`config.mk`:
```
export PLATFORM = sky130hd
export DESIGN_NAME = fetch_unit
export DESIGN_NICKNAME = d
export VERILOG_FILES = /design/src/rtl/fetch_unit.sv
export SDC_FILE = /design/constraint.sdc
export NUM_CORES = 1
export LEC_CHECK = 0
export CAP_MARGIN = 25
export CORE_MARGIN = 5
export CORE_UTILIZATION = 42
export DETAILED_ROUTE_END_ITERATION = 6
export PLACE_DENSITY = 0.77
export RECOVER_POWER = 25
export SLEW_MARGIN = 10
export SYNTH_ARGS = -nofsm -noshare
export SYNTH_HDL_FRONTEND = slang
export SYNTH_SLANG_ARGS = --single-unit
```
`constraint.sdc`:
```
create_clock -name clk -period 2.2 [get_ports clk]
set_input_delay 0.66 -clock clk [delete_from_list [all_inputs] [get_ports clk]]
set_output_delay 0.66 -clock clk [all_outputs]
set_load 0.02 [all_outputs]
```
`src/rtl/fetch_unit.sv`:
```
// fetch_unit: instruction fetch stage holding the PC, capturing prog_mem words into an
// instruction register, with stall, branch redirect/flush and HALT detection.
module fetch_unit #(
    parameter int ADDR_W = 8,
    parameter int INSTR_W = 17,
    parameter logic [ADDR_W-1:0] RESET_PC = 8'h00,
    parameter int OP_MSB = 16,
    parameter int OP_LSB = 12,
    parameter logic [OP_MSB-OP_LSB:0] HALT_OP = 5'h1F
) (
    input  logic               clk,
    input  logic               rst,
    output logic [ADDR_W-1:0]  pc_addr,
    input  logic [INSTR_W-1:0] prog_data,
    input  logic               stall,
    input  logic               br_taken,
    input  logic [ADDR_W-1:0]  br_target,
    output logic [INSTR_W-1:0] ir,
    output logic [ADDR_W-1:0]  ir_pc,
    output logic               ir_valid,
    output logic               halted
);
    typedef enum logic {RUN, HALT} state_t;
    state_t state;
    logic [ADDR_W-1:0] pc;
    logic is_halt;
    assign pc_addr = pc;
    assign halted = (state == HALT);
    assign is_halt = (prog_data[OP_MSB:OP_LSB] == HALT_OP);
    // Branch beats stall; in HALT the PC parks on the HALT word's address.
    always_ff @(posedge clk or posedge rst) begin
        if (rst) begin
            pc <= RESET_PC;
            ir <= '0;
            ir_pc <= '0;
            ir_valid <= 1'b0;
            state <= RUN;
        end else if (br_taken) begin
            pc <= br_target;
            ir_valid <= 1'b0;
            state <= RUN;
        end else if (!stall) begin
            if (state == RUN) begin
                ir <= prog_data;
                ir_pc <= pc;
                ir_valid <= 1'b1;
                state <= is_halt ? HALT : RUN;
                pc <= is_halt ? pc : pc + ADDR_W'(1);
            end else begin
                ir_valid <= 1'b0;
            end
        end
    end
endmodule

```
==> impl_metrics.csv, run 1 <==
group,metric,value,unit
clock_tree,cts-resized-gates,0,
floorplan,die_w,70.8,um
sta,max_slew.worst_pin.slew,705,ps
detailed_routing,wl,3700,um
clock_tree,cts_buffers,5,
synth,ys_warn_count,0,
clock_tree,clkTransAtPathRegs,70,ps
floorplan,fp.dieH,70.8,um
cells_and_area,n_antenna_cell,0,
synth,synth_area_leaders,"dfrtp_1, mux2_2, xnor2_1, nand2_1, a2111oi_4",
sta,post-route-period-util,95.3,%
clock_tree,clkLatencyLatePin,280,ps
worst_hold_path,holdPathEnd,"ir[1]",
detailed_routing,wl_per_cell,15.5,um
synth,synth_edf_count,0,
clock_tree,cts_tree,"built",
setup_path,crit_arrival,1440,ps
worst_hold_path,hold_start,"ir[1]",
sta,skew,2.90,ps
grt,antenna_found_initial,0,
cells_and_area,nets,220,
setup_path,crit_chain,"clkdlybuf4s50_1",
detailed_routing,top_layer_used,"met4",
detailed_routing,vias_per_cell,4.93,
detailed_routing,ant_nets,0,
cells_and_area,syn_to_final_growth,53.3,%
detailed_routing,drcViolationCount,0,
setup_path,regToRegStartpoint,"halted",
worst_hold_path,worstHoldPathCells,1,
floorplan,fp.dieArea,0.00501,mm^2
worst_hold_path,hp-class,"reg -> reg",
clock_tree,post_cts_buffers,0,
clock_tree,postCtsHoldBufs,0,
place,io_buffer_count,63,
outcome,status,"finished, final reports clean",
synth,async_reset_ff_share,100,%
cells_and_area,drive_above_1_share,24.1,%
sta,holdWs,504,ps
floorplan,top_level_ports,64,
synth,syn_area_per_cell,13.2,um^2
setup_path,max_stage_delay,660,ps
sta,relSlewSlack,53.0,%
synth,synthCells,117,
power_and_ir_drop,power.density,798,mW/mm^2
grt,grt_pass1_wl,6130,um
setup_path,start_kind,"register",
grt,grt_pass1_vias,1286,
place,hpwlAfterDp,2940,um
synth,ys.flop_type,"dfrtp_1",
clock_tree,cts_sinks,35,
sta,finalCriticalPeriod,2100,ps
synth,synth_top_area_cell,"dfrtp_1",
power_and_ir_drop,power_leakage,0.000993,uW
clock_tree,cts_buffer_depth,2,
place,gp_congestion,0.912,
detailed_routing,num_vias,1179,
run,max_cap_violations,0,
setup_path,critical_path.slowest_cell,"clkdlybuf4s50_1",
synth,syn_area,0.00155,mm^2
floorplan,core.rowCount,22,
floorplan,initial_core_util,43.0,%
grt,grtUsageTotal,15.8,%
synth,ys_types,31,
sta,fin_ws,104,ps
synth,ys_ff_latch,35,
setup_path,cp_max_fo,7,
detailed_routing,wl_met3,161,um
setup_path,reg2reg_to,"pc_addr[1]",
detailed_routing,first_iter_violations,36,
synth,yosysSeqAreaShare,56.5,%
synth,syn-num-nets,147,
setup_path,r2r_setup_slack,510,ps
detailed_routing,route.layer.met1.wl,1460,um
setup_path,crit_path_end_kind,"output port",
setup_path,crit_type,"reg -> out",
sta,final-hold-violation-count,0,
grt,grt_max_degree,31,
setup_path,crit_buf_inv,1,
synth,synth.top_cell.area_share,56.5,%
floorplan,core-area,0.00361,mm^2
setup_path,cp.required,1540,ps
sta,setup_violations,0,
clock_tree,htree_levels,2,
detailed_routing,met2WireLength,2020,um
clock_tree,cts-root-buf,"clkbuf_8",
cells_and_area,n_fill_cell,280,
setup_path,r2r_cells,4,
place,pre_cts_ws,-111,ps
sta,fmax,477,MHz
setup_path,cp_top_family,"buffers and inverters",
grt,overflow,0,
detailed_routing,drtPass1Iterations,4,
sta,rsz0062_at_grt,"false",
power_and_ir_drop,vdd_drop_max,0.000466,V
sta,drv_slew,0,
==> final cells by class <==
class                      count  area [um^2]  share of cell area, %
sequential                    35          876                   36.8
tap                           48         60.1                   2.53
timing repair buffer          72          708                   29.8
clock buffer                   8          100                   4.21
multi-input combinational     71          614                   25.8
inverter                       5         18.8                  0.789
==> how the worst max path moves through the flow <==
stage | from | to | slack, ps | depth (start not counted)
after floorplan | prog_data[16] | pc_addr[1] | 290 | 5
after global routing | pc_addr[2] | pc_addr[2] | 40 | 1
final | pc_addr[2] | pc_addr[2] | 100 | 1
after detailed placement | prog_data[14] | pc_addr[1] | -110 | 5
after global placement | prog_data[16] | pc_addr[1] | -90 | 5
after CTS | pc_addr[2] | pc_addr[2] | 90 | 1
==> per-layer routing <==
metal,GRT usage (%),vias to the layer above
met1,17.3,579
met3,4.40,6
met5,0,-
met2,29.4,35
li1,-,559
met4,5.01,0
==> cells by family after synthesis <==
| group | after synthesis | synth area share (%) |
|---|---|---|
| AND/OR/NAND/NOR | 24 | 8.72 |
| flip-flops | 35 | 56.5 |
| multiplexers | 28 | 20.3 |
| AO/OA/AOI/OAI | 13 | 6.94 |
| XOR/XNOR | 5 | 2.82 |
| buffers and inverters | 11 | 3.87 |
| adder cells (fa/ha/maj) | 1 | 0.807 |
==> through the flow <==
step	instance area (um^2)	setup TNS [ps]	instances	util, %	total power [uW]
6_report	2380	0	239	65.9	1900
5_1_grt	2380	0	239	65.9	1990
4_1_cts	2390	0	239	66.3	1920
3_5_place_dp	2290	-861	231	63.6	1430
3_3_place_gp	2290	-261	231	63.6	1410
2_1_floorplan	1550	0	117	-	1110
==> report_power, final <==
group | internal, uW | leakage, uW | switching [uW]
clock network | 285 | 0.0000515 | 207
registers | 744 | 0.000419 | 71.8
logic | 323 | 0.000523 | 265
==> layout by cell type, fill, tap and decap left out, types with 2 or more instances in the layout <==
master            n
a21oi_1           3
mux2_2           27
a211oi_1          2
clkbuf_8          7
o21ai_1           2
buf_4             7
dfrtp_1          35
clkdlybuf4s50_1  62
xnor2_1           4
nand3_1           2
nand2_1           8
nor2_1            3
and4_1            2
nand4_1           2
inv_1             5
==> sequential cells by signal, summed over array words and instances (netlist names) <==
register  flops
ir           17
pc_addr       8
halted        1
ir_valid      1
ir_pc         8
==> cell usage after synthesis (all sizes together) (2+ instances only) <==
cell type	count
dfrtp	35
mux2	28
nand2	8
inv	5
a21oi	4
buf	4
nor2	4
xnor2	4
o21ai	3
a211oi	2
and4	2
clkbuf	2
nand3	2
nand4	2
Power figures use the tool's default switching activity.
==> inputs of run 2 (changes only) <==
Settings changed: CELL_PAD_IN_SITES_DETAIL_PLACEMENT set to 1, CELL_PAD_IN_SITES_GLOBAL_PLACEMENT set to 2, CORE_MARGIN 5 to 2, CORE_UTILIZATION 42 to 26, PLACE_DENSITY 0.77 to 0.75.
==> run 2 against run 1 <==
Against the previous run: sequential power hardly changed; wire length grew 5.3%; register-to-register slack better by 70 ps; critical path type unchanged.
==> impl_metrics.csv, run 2 (synthesized netlist as in run 1, its figures left out) <==
group,metric,value,unit
clock_tree,htree_levels,2,
detailed_routing,first_iter_violations,22,
sta,fmax,474,MHz
place,io_buffer_count,63,
clock_tree,clkTransAtPathRegs,70,ps
cells_and_area,layout.cells.non_filler,266,
power_and_ir_drop,p_int,1350,uW
sta,max_slew.worst_pin.slew,1040,ps
power_and_ir_drop,p_sw_share,29.1,%
detailed_routing,drcViolationCount,0,
clock_tree,post_cts_buffers,0,
setup_path,cp_top_family,"buffers and inverters",
grt,grt_pass1_vias,1303,
sta,relSlewSlack,30.4,%
clock_tree,cts_sinks,35,
clock_tree,cts_buffers,5,
cells_and_area,syn_to_final_growth,56.0,%
grt,overflow,0,
cells_and_area,largest_reg_flops,17,
floorplan,core-area,0.00585,mm^2
clock_tree,cts-resized-gates,0,
floorplan,fp.dieH,81.2,um
detailed_routing,vias_per_cell,4.51,
setup_path,crit_type,"reg -> out",
outcome,status,"finished, final reports clean",
worst_hold_path,hp-class,"reg -> reg",
floorplan,fp.dieArea,0.00660,mm^2
sta,setup_tns,0,ps
floorplan,top_level_ports,64,
setup_path,r2r_setup_slack,580,ps
sta,post-route-period-util,95.8,%
sta,skew,3.99,ps
power_and_ir_drop,p_sw,554,uW
clock_tree,clkLatencyLatePin,280,ps
sta,final-hold-violation-count,0,
grt,grtUsageTotal,13.2,%
power_and_ir_drop,power_frac_clock,26.4,%
place,hpwlAfterDp,3090,um
sta,finalCriticalPeriod,2110,ps
cells_and_area,nets,220,
grt,grt_max_degree,21,
setup_path,crit_path_end_kind,"output port",
power_and_ir_drop,power_leakage,0.000990,uW
setup_path,r2r_cells,5,
detailed_routing,wl_per_cell,14.6,um
detailed_routing,num_vias,1199,
place,pre_cts_ws,-88.0,ps
cells_and_area,regMostFlops,"ir",
floorplan,die_w,81.2,um
sta,fin_ws,91.5,ps
clock_tree,cts_tree,"built",
sta,drv_slew,0,
cells_and_area,drive_above_1_share,23.0,%
clock_tree,cts-root-buf,"clkbuf_8",
setup_path,cp.required,1540,ps
power_and_ir_drop,power.density,788,mW/mm^2
floorplan,core.rowCount,28,
setup_path,cp_num_cells,1,
clock_tree,cts_buffer_depth,2,
sta,rsz0062_at_grt,"false",
power_and_ir_drop,vdd_drop_max,0.000511,V
place,place_inst,258,
floorplan,initial_core_util,26.5,%
clock_tree,postCtsHoldBufs,0,
setup_path,start_kind,"register",
cells_and_area,n_antenna_cell,0,
run,max_cap_violations,0,
cells_and_area,mostFrequentLayoutCell,"clkdlybuf4s50_1",
setup_path,max_stage_delay,660,ps
setup_path,crit_arrival,1450,ps
setup_path,crit_buf_inv,1,
power_and_ir_drop,pwr-share-seq,42.8,%
setup_path,crit_chain,"clkdlybuf4s50_1",
grt,antenna_found_initial,0,
sta,setup_violations,0,
place,gp_congestion,0.771,
cells_and_area,final_util,41.3,%
worst_hold_path,worstHoldPathCells,1,
cells_and_area,final_cell_mix,"clkdlybuf4s50_1, dfrtp_1, mux2_2",
power_and_ir_drop,p_comb_share,30.8,%
sta,holdWs,506,ps
detailed_routing,drtPass1Iterations,4,
setup_path,critical_path.slowest_cell,"clkdlybuf4s50_1",
detailed_routing,wl,3900,um
detailed_routing,ant_nets,0,
grt,grt_pass1_wl,6490,um
setup_path,cp_max_fo,7,
## run 2: cell count changes in the layout (fill, tap and decap cells not counted)
| cell | delta |
|---|---|
| clkbuf_1 | +2 |
| clkbuf_2 | -1 |
| buf_4 | -2 |
| buf_12 | +1 |
## run 2: final cells by class
class                           instances  area (um^2)
Clock buffer                            8          100
Fill cell                             628         3430
Inverter                                5         18.8
Multi-Input combinational cell         71          614
Sequential cell                        35          876
Tap cell                               75         93.8
Timing Repair Buffer                   72          716
## run 2: worst paths after layout
check,start,end
min in group asynchronous,rst,ir[13]
hold / removal,ir_pc[5],ir_pc[5]
setup / recovery,pc_addr[2],pc_addr[2]
setup reg to reg,pc_addr[0],pc_addr[6]
max in group asynchronous,rst,ir[0]
hold reg to reg,ir_pc[5],ir_pc[5]
## run 2: layer usage
layer  up-vias  share of wire [%]  global-route usage, %
li1        559                  -                      -
met1       592                 41                   16.0
met2        42                 51                   22.0
met3         6                6.2                   3.56
met4         0                1.7                   5.59
met5         -                  0                      0
## run 2: metrics by stage
step           total power [uW]  instance area [um^2]
6_report                   1910                  2420
3_5_place_dp               1430                  2330
2_1_floorplan              1110                  1550
3_3_place_gp               1410                  2330
5_1_grt                    2020                  2420
4_1_cts                    1950                  2430
## run 2: power groups by stage
stage	Clock (uW)	Sequential (uW)	Combinational [uW]
after detailed placement	0	831	597
final	504	816	587
after CTS	528	819	600
after global placement	0	824	587
after floorplan	0	942	163
after global routing	558	835	630
==> inputs of run 3 (changes only) <==
Settings changed: CTS_CLUSTER_DIAMETER set to 40, RECOVER_POWER 25 to 100.
Clock period 2.2 ns to 2.1 ns, I/O delays scaled along.
==> run 3 against run 2 <==
Against the previous run: register-to-register slack worse by 210 ps; critical endpoint is now pc_addr[3]; combinational power fell by 2%; first-iteration DRC count down 32%; wire length increased by 4.0%; global-route usage rose by 0.53 points; sequential cell count unchanged; die area stayed put; total power grew 0.47%; final area decreased by 1.6%; sequential power rose by 4.4%; clock power fell by 4%.
==> impl_metrics.csv, run 3 (synthesized netlist as in run 1, its figures left out) <==
group,metric,value,unit
detailed_routing,vias_per_cell,4.55,
detailed_routing,top_layer_used,"met4",
sta,setup_tns,0,ps
cells_and_area,finish.instance_area,0.00238,mm^2
clock_tree,cts_buffer_depth,2,
sta,fin_ws,78.4,ps
clock_tree,clkLatencyLatePin,290,ps
floorplan,top_level_ports,64,
cells_and_area,n_antenna_cell,0,
sta,holdWs,499,ps
clock_tree,post_cts_buffers,0,
sta,max_slew.worst_pin.slew,1040,ps
detailed_routing,drcViolationCount,0,
sta,skew,10.5,ps
detailed_routing,wl_met3,255,um
sta,final-hold-violation-count,0,
grt,grt_max_degree,21,
floorplan,fp.dieH,81.2,um
setup_path,regToRegStartpoint,"pc_addr[0]",
sta,setup_violations,0,
cells_and_area,mostFrequentLayoutCell,"dfrtp_1",
floorplan,fp.dieArea,0.00660,mm^2
cells_and_area,regMostFlops,"ir",
clock_tree,cts_tree,"built",
place,io_buffer_count,63,
run,max_cap_violations,0,
grt,grtUsageTotal,13.7,%
detailed_routing,route.layer.met1.wl,1640,um
detailed_routing,wl_per_cell,15.2,um
setup_path,r2r_setup_slack,370,ps
power_and_ir_drop,power.density,805,mW/mm^2
sta,drv_slew,0,
sta,finalCriticalPeriod,2020,ps
sta,fmax,495,MHz
grt,antenna_found_initial,0,
floorplan,initial_core_util,26.5,%
detailed_routing,wl,4050,um
place,hpwlAfterDp,3170,um
setup_path,start_kind,"input port",
place,place_inst,259,
sta,rsz0062_at_grt,"false",
setup_path,reg2reg_to,"pc_addr[4]",
detailed_routing,num_vias,1210,
cells_and_area,n_fill_cell,640,
clock_tree,cts_sinks,35,
sta,post-route-period-util,96.3,%
cells_and_area,drive_above_1_share,23.6,%
detailed_routing,first_iter_violations,15,
grt,grt_pass1_wl,6780,um
clock_tree,htree_levels,2,
worst_hold_path,hp-class,"reg -> reg",
floorplan,die_w,81.2,um
sta,relSlewSlack,30.9,%
power_and_ir_drop,vdd_drop_max,0.000330,V
cells_and_area,largest_reg_flops,17,
setup_path,crit_path_start,"stall",
place,pre_cts_ws,-195,ps
cells_and_area,syn_to_final_growth,53.5,%
clock_tree,cts_buffers,5,
setup_path,r2r_cells,5,
cells_and_area,layout.cells.non_filler,266,
setup_path,cp_max_fo,5,
floorplan,core-area,0.00585,mm^2
detailed_routing,ant_nets,0,
cells_and_area,nets,221,
clock_tree,cts-resized-gates,0,
grt,overflow,0,
detailed_routing,met2WireLength,2090,um
place,gp_congestion,0.776,
outcome,status,"finished, final reports clean",
grt,grt_pass1_vias,1368,
setup_path,crit_end,"pc_addr[3]",
clock_tree,cts-root-buf,"clkbuf_8",
setup_path,crit_type,"in -> reg",
cells_and_area,final_cell_mix,"dfrtp_1, clkdlybuf4s50_1, dlygate4sd3_1",
place,placed_area,0.00233,mm^2
power_and_ir_drop,power_leakage,0.000996,uW
worst_hold_path,worstHoldPathCells,1,
setup_path,cp.required,2270,ps
clock_tree,postCtsHoldBufs,0,
floorplan,core.rowCount,28,
setup_path,crit_arrival,2190,ps
detailed_routing,drtPass1Iterations,4,
clock_tree,clkTransAtPathRegs,70,ps
setup_path,crit_path_end_kind,"register",
## run 3: power breakdown
group          total, uW  internal [uW]  switching [uW]
Clock                486            257             229
Sequential           852            779            73.2
Combinational        577            301             276
## run 3: layout make-up
type                    instances  area, um^2  share of cell area (%)
repair buffers                 73         698                    29.3
flip-flops and latches         35         876                    36.8
well taps                      75        93.8                    3.94
clock inverters                 1        5.00                   0.210
multi-input cells              71         606                    25.4
inverters                       5        18.8                   0.789
clock buffers                   6        82.6                    3.47
## run 3: worst min path at each step
stage,start,endpoint,slack (ps)
4_1_cts,ir_pc[5],ir_pc[5],510
5_1_grt,ir_pc[5],ir_pc[5],520
6_report,ir_pc[5],ir_pc[5],500
2_1_floorplan,ir_valid,ir_valid,620
3_3_place_gp,ir_pc[5],ir_pc[5],490
3_5_place_dp,ir_pc[5],ir_pc[5],500
## run 3: worst max-delay path: stages
cell and delay, ps:
clkdlybuf4s50_1 420, or2_1 320, a2111oi_2 420, xor2_1 110
mux2_2 280
## run 3: metal layers
metal,global-route usage [%],vias up
met1,16.0,599
li1,-,559
met3,3.22,5
met5,0,-
met2,23.9,47
met4,6.10,0
## run 3: per-stage QoR
stage	total power (uW)	utilization (%)
2_1_floorplan	1160	-
3_3_place_gp	1480	39.9
3_5_place_dp	1500	39.9
4_1_cts	2000	41.4
5_1_grt	2030	40.7
6_report	1920	40.7
==> RTL change: new RTL, flow settings as in run 1 <==
Set the parameter `INSTR_W` to 34 (it was 17).
--- a/src/rtl/fetch_unit.sv
+++ b/src/rtl/fetch_unit.sv
@@ -3,5 +3,5 @@
 module fetch_unit #(
     parameter int ADDR_W = 8,
-    parameter int INSTR_W = 17,
+    parameter int INSTR_W = 34,
     parameter logic [ADDR_W-1:0] RESET_PC = 8'h00,
     parameter int OP_MSB = 16,
Interface: changed (resized ir and prog_data); port bits go from 64 to 98. No check against the original RTL was run, so the function may have changed too.
==> RTL change against run 1 <==
Cell area is 41% higher. Area after synthesis up 36%. Setup slack got worse by 0.0093 ns. Sequential cell count rose by 17. Routed wire length grew 48%. Hold slack better by 0.0066 ns. Critical endpoint is now pc_addr[0]. Total power increased by 37%. Synthesized cell count grew 27%.
==> RTL change: results (changes against run 1) <==
Final Net Count 307 (was 220); largest net degree at the start of global routing 24 (was 31); GP Congestion 0.746 (was 0.912); hpwl dp 4250 µm (was 2940 µm); Post-Synth Adder-Cell Area 0.593% (was 0.807%); VDD IR max 0.446 mV (was 0.466 mV); Pleak 1.39 nW (was 0.993 nW); dpl cells 320 (was 231); WL/cell 16.7 µm (was 15.5 µm); Place WS -0.188 ns (was -0.111 ns); GRT met1 Usage 20.5% (was 17.3%); top cells by area, synth dfrtp_1, mux2_2, nand2_1 (was dfrtp_1, mux2_2, xnor2_1); Yosys warning count 0 (unchanged); Util after Layout 70.1% (was 65.9%); vias per cell 4.90 (was 4.93); GR Layer Usage met2 28.8% (was 29.4%); input/output buffers 97 (was 63); Reg with most FFs ir (unchanged); Routed Antenna Nets 0 (unchanged); max reg flops 34 (was 17); most frequent cells after synthesis dfrtp_1, mux2_2, nand2_1 (was dfrtp_1, mux2_2, nand2_1, inv_1, xnor2_1); initial antenna violation count 0 (unchanged); Tot GR Track Use 17.1% (was 15.8%); post-synthesis sequential area ratio 61.7% (was 56.5%); compound-gate portion of the synthesized area 5.04% (was 6.94%); DRT iter0 DRCs 48 (was 36); largest family of logic cells by synthesized area multiplexers (unchanged); layout cell share with drive strength beyond 1 25.7% (was 24.1%); Slew headroom 54.1% (was 53.0%); outcome complete, no violations (unchanged); CTS buffer count 5 (unchanged); Switching Power 0.771 mW (was 0.543 mW); clk_lat worst skew 0.30 ns (was 0.28 ns); Primary FF master, synth dfrtp_1 (unchanged); Mapped Nets 196 (was 147); Worst-path clk slew 0.09 ns (was 0.07 ns); CP max stage delay 0.67 ns; Synth Instances 149 (was 117); fill cell count 367 (was 280); met3 usage 6.65% (was 4.40%); vias in the first global route 1695 (was 1286); CP Max Fanout 6 (was 7); XOR/XNOR share of the synthesized area 1.66% (was 2.82%); drt pass-1 iters 4 (unchanged); Netlist cell types 29 (was 31); DR vias 1607 (was 1179); dpl cell area 3290 µm² (was 2290 µm²); Top Family by Delay on Critical Path buffers and inverters (unchanged); post-synthesis mux area share 23.5% (was 20.3%); H-tree depth 2 (unchanged); global-route wire length before repair 8400 µm (was 6130 µm); setup skew after layout 0.00892 ns (was 0.00290 ns)
==> RTL change: cell type report <==
class	count	area share, %
Multi-Input combinational cell	86	22.9
Timing Repair Buffer	111	32.6
Tap cell	67	2.50
Inverter	4	0.447
Clock inverter	2	0.298
Sequential cell	52	38.8
Clock buffer	6	2.46
==> RTL change: path summary, 6_finish.rpt <==
kind                       slack, ns  cells past startpoint                 end                    from
min                             0.51                      1  ir[21]$_DFFE_PP0P_      ir[21]$_DFFE_PP0P_
min in group asynchronous       0.89                      2   ir[7]$_DFFE_PP0P_                     rst
max in group asynchronous       0.41                      3  ir[20]$_DFFE_PP0P_                     rst
max reg2reg                     0.54                      5  ir[29]$_DFFE_PP0P_      halted$_DFFE_PP0P_
max                             0.09                      1          pc_addr[0]  pc_addr[0]$_DFFE_PP0P_
min reg2reg                     0.51                      1  ir[21]$_DFFE_PP0P_      ir[21]$_DFFE_PP0P_
==> RTL change: per-layer routing <==
layer,wire length (µm),up-vias
met5,0,-
met4,40,0
met3,505,4
met2,2770,65
met1,2170,789
li1,-,749
==> RTL change: power by group through the flow <==
stage | Combinational, mW | Clock (mW) | Sequential, mW
finish | 0.843 | 0.552 | 1.20
global route | 0.893 | 0.610 | 1.22
CTS | 0.864 | 0.577 | 1.20
detailed placement | 0.858 | 0 | 1.22
global placement | 0.849 | 0 | 1.21
floorplan | 0.205 | 0 | 1.39
==> RTL change: logic make-up after synthesis <==
logic type      Yosys count
compound gates           15
xor+xnor                  4
fa+ha+maj                 1
buf+inv                  11
flops                    52
mux                      44
simple gates             22
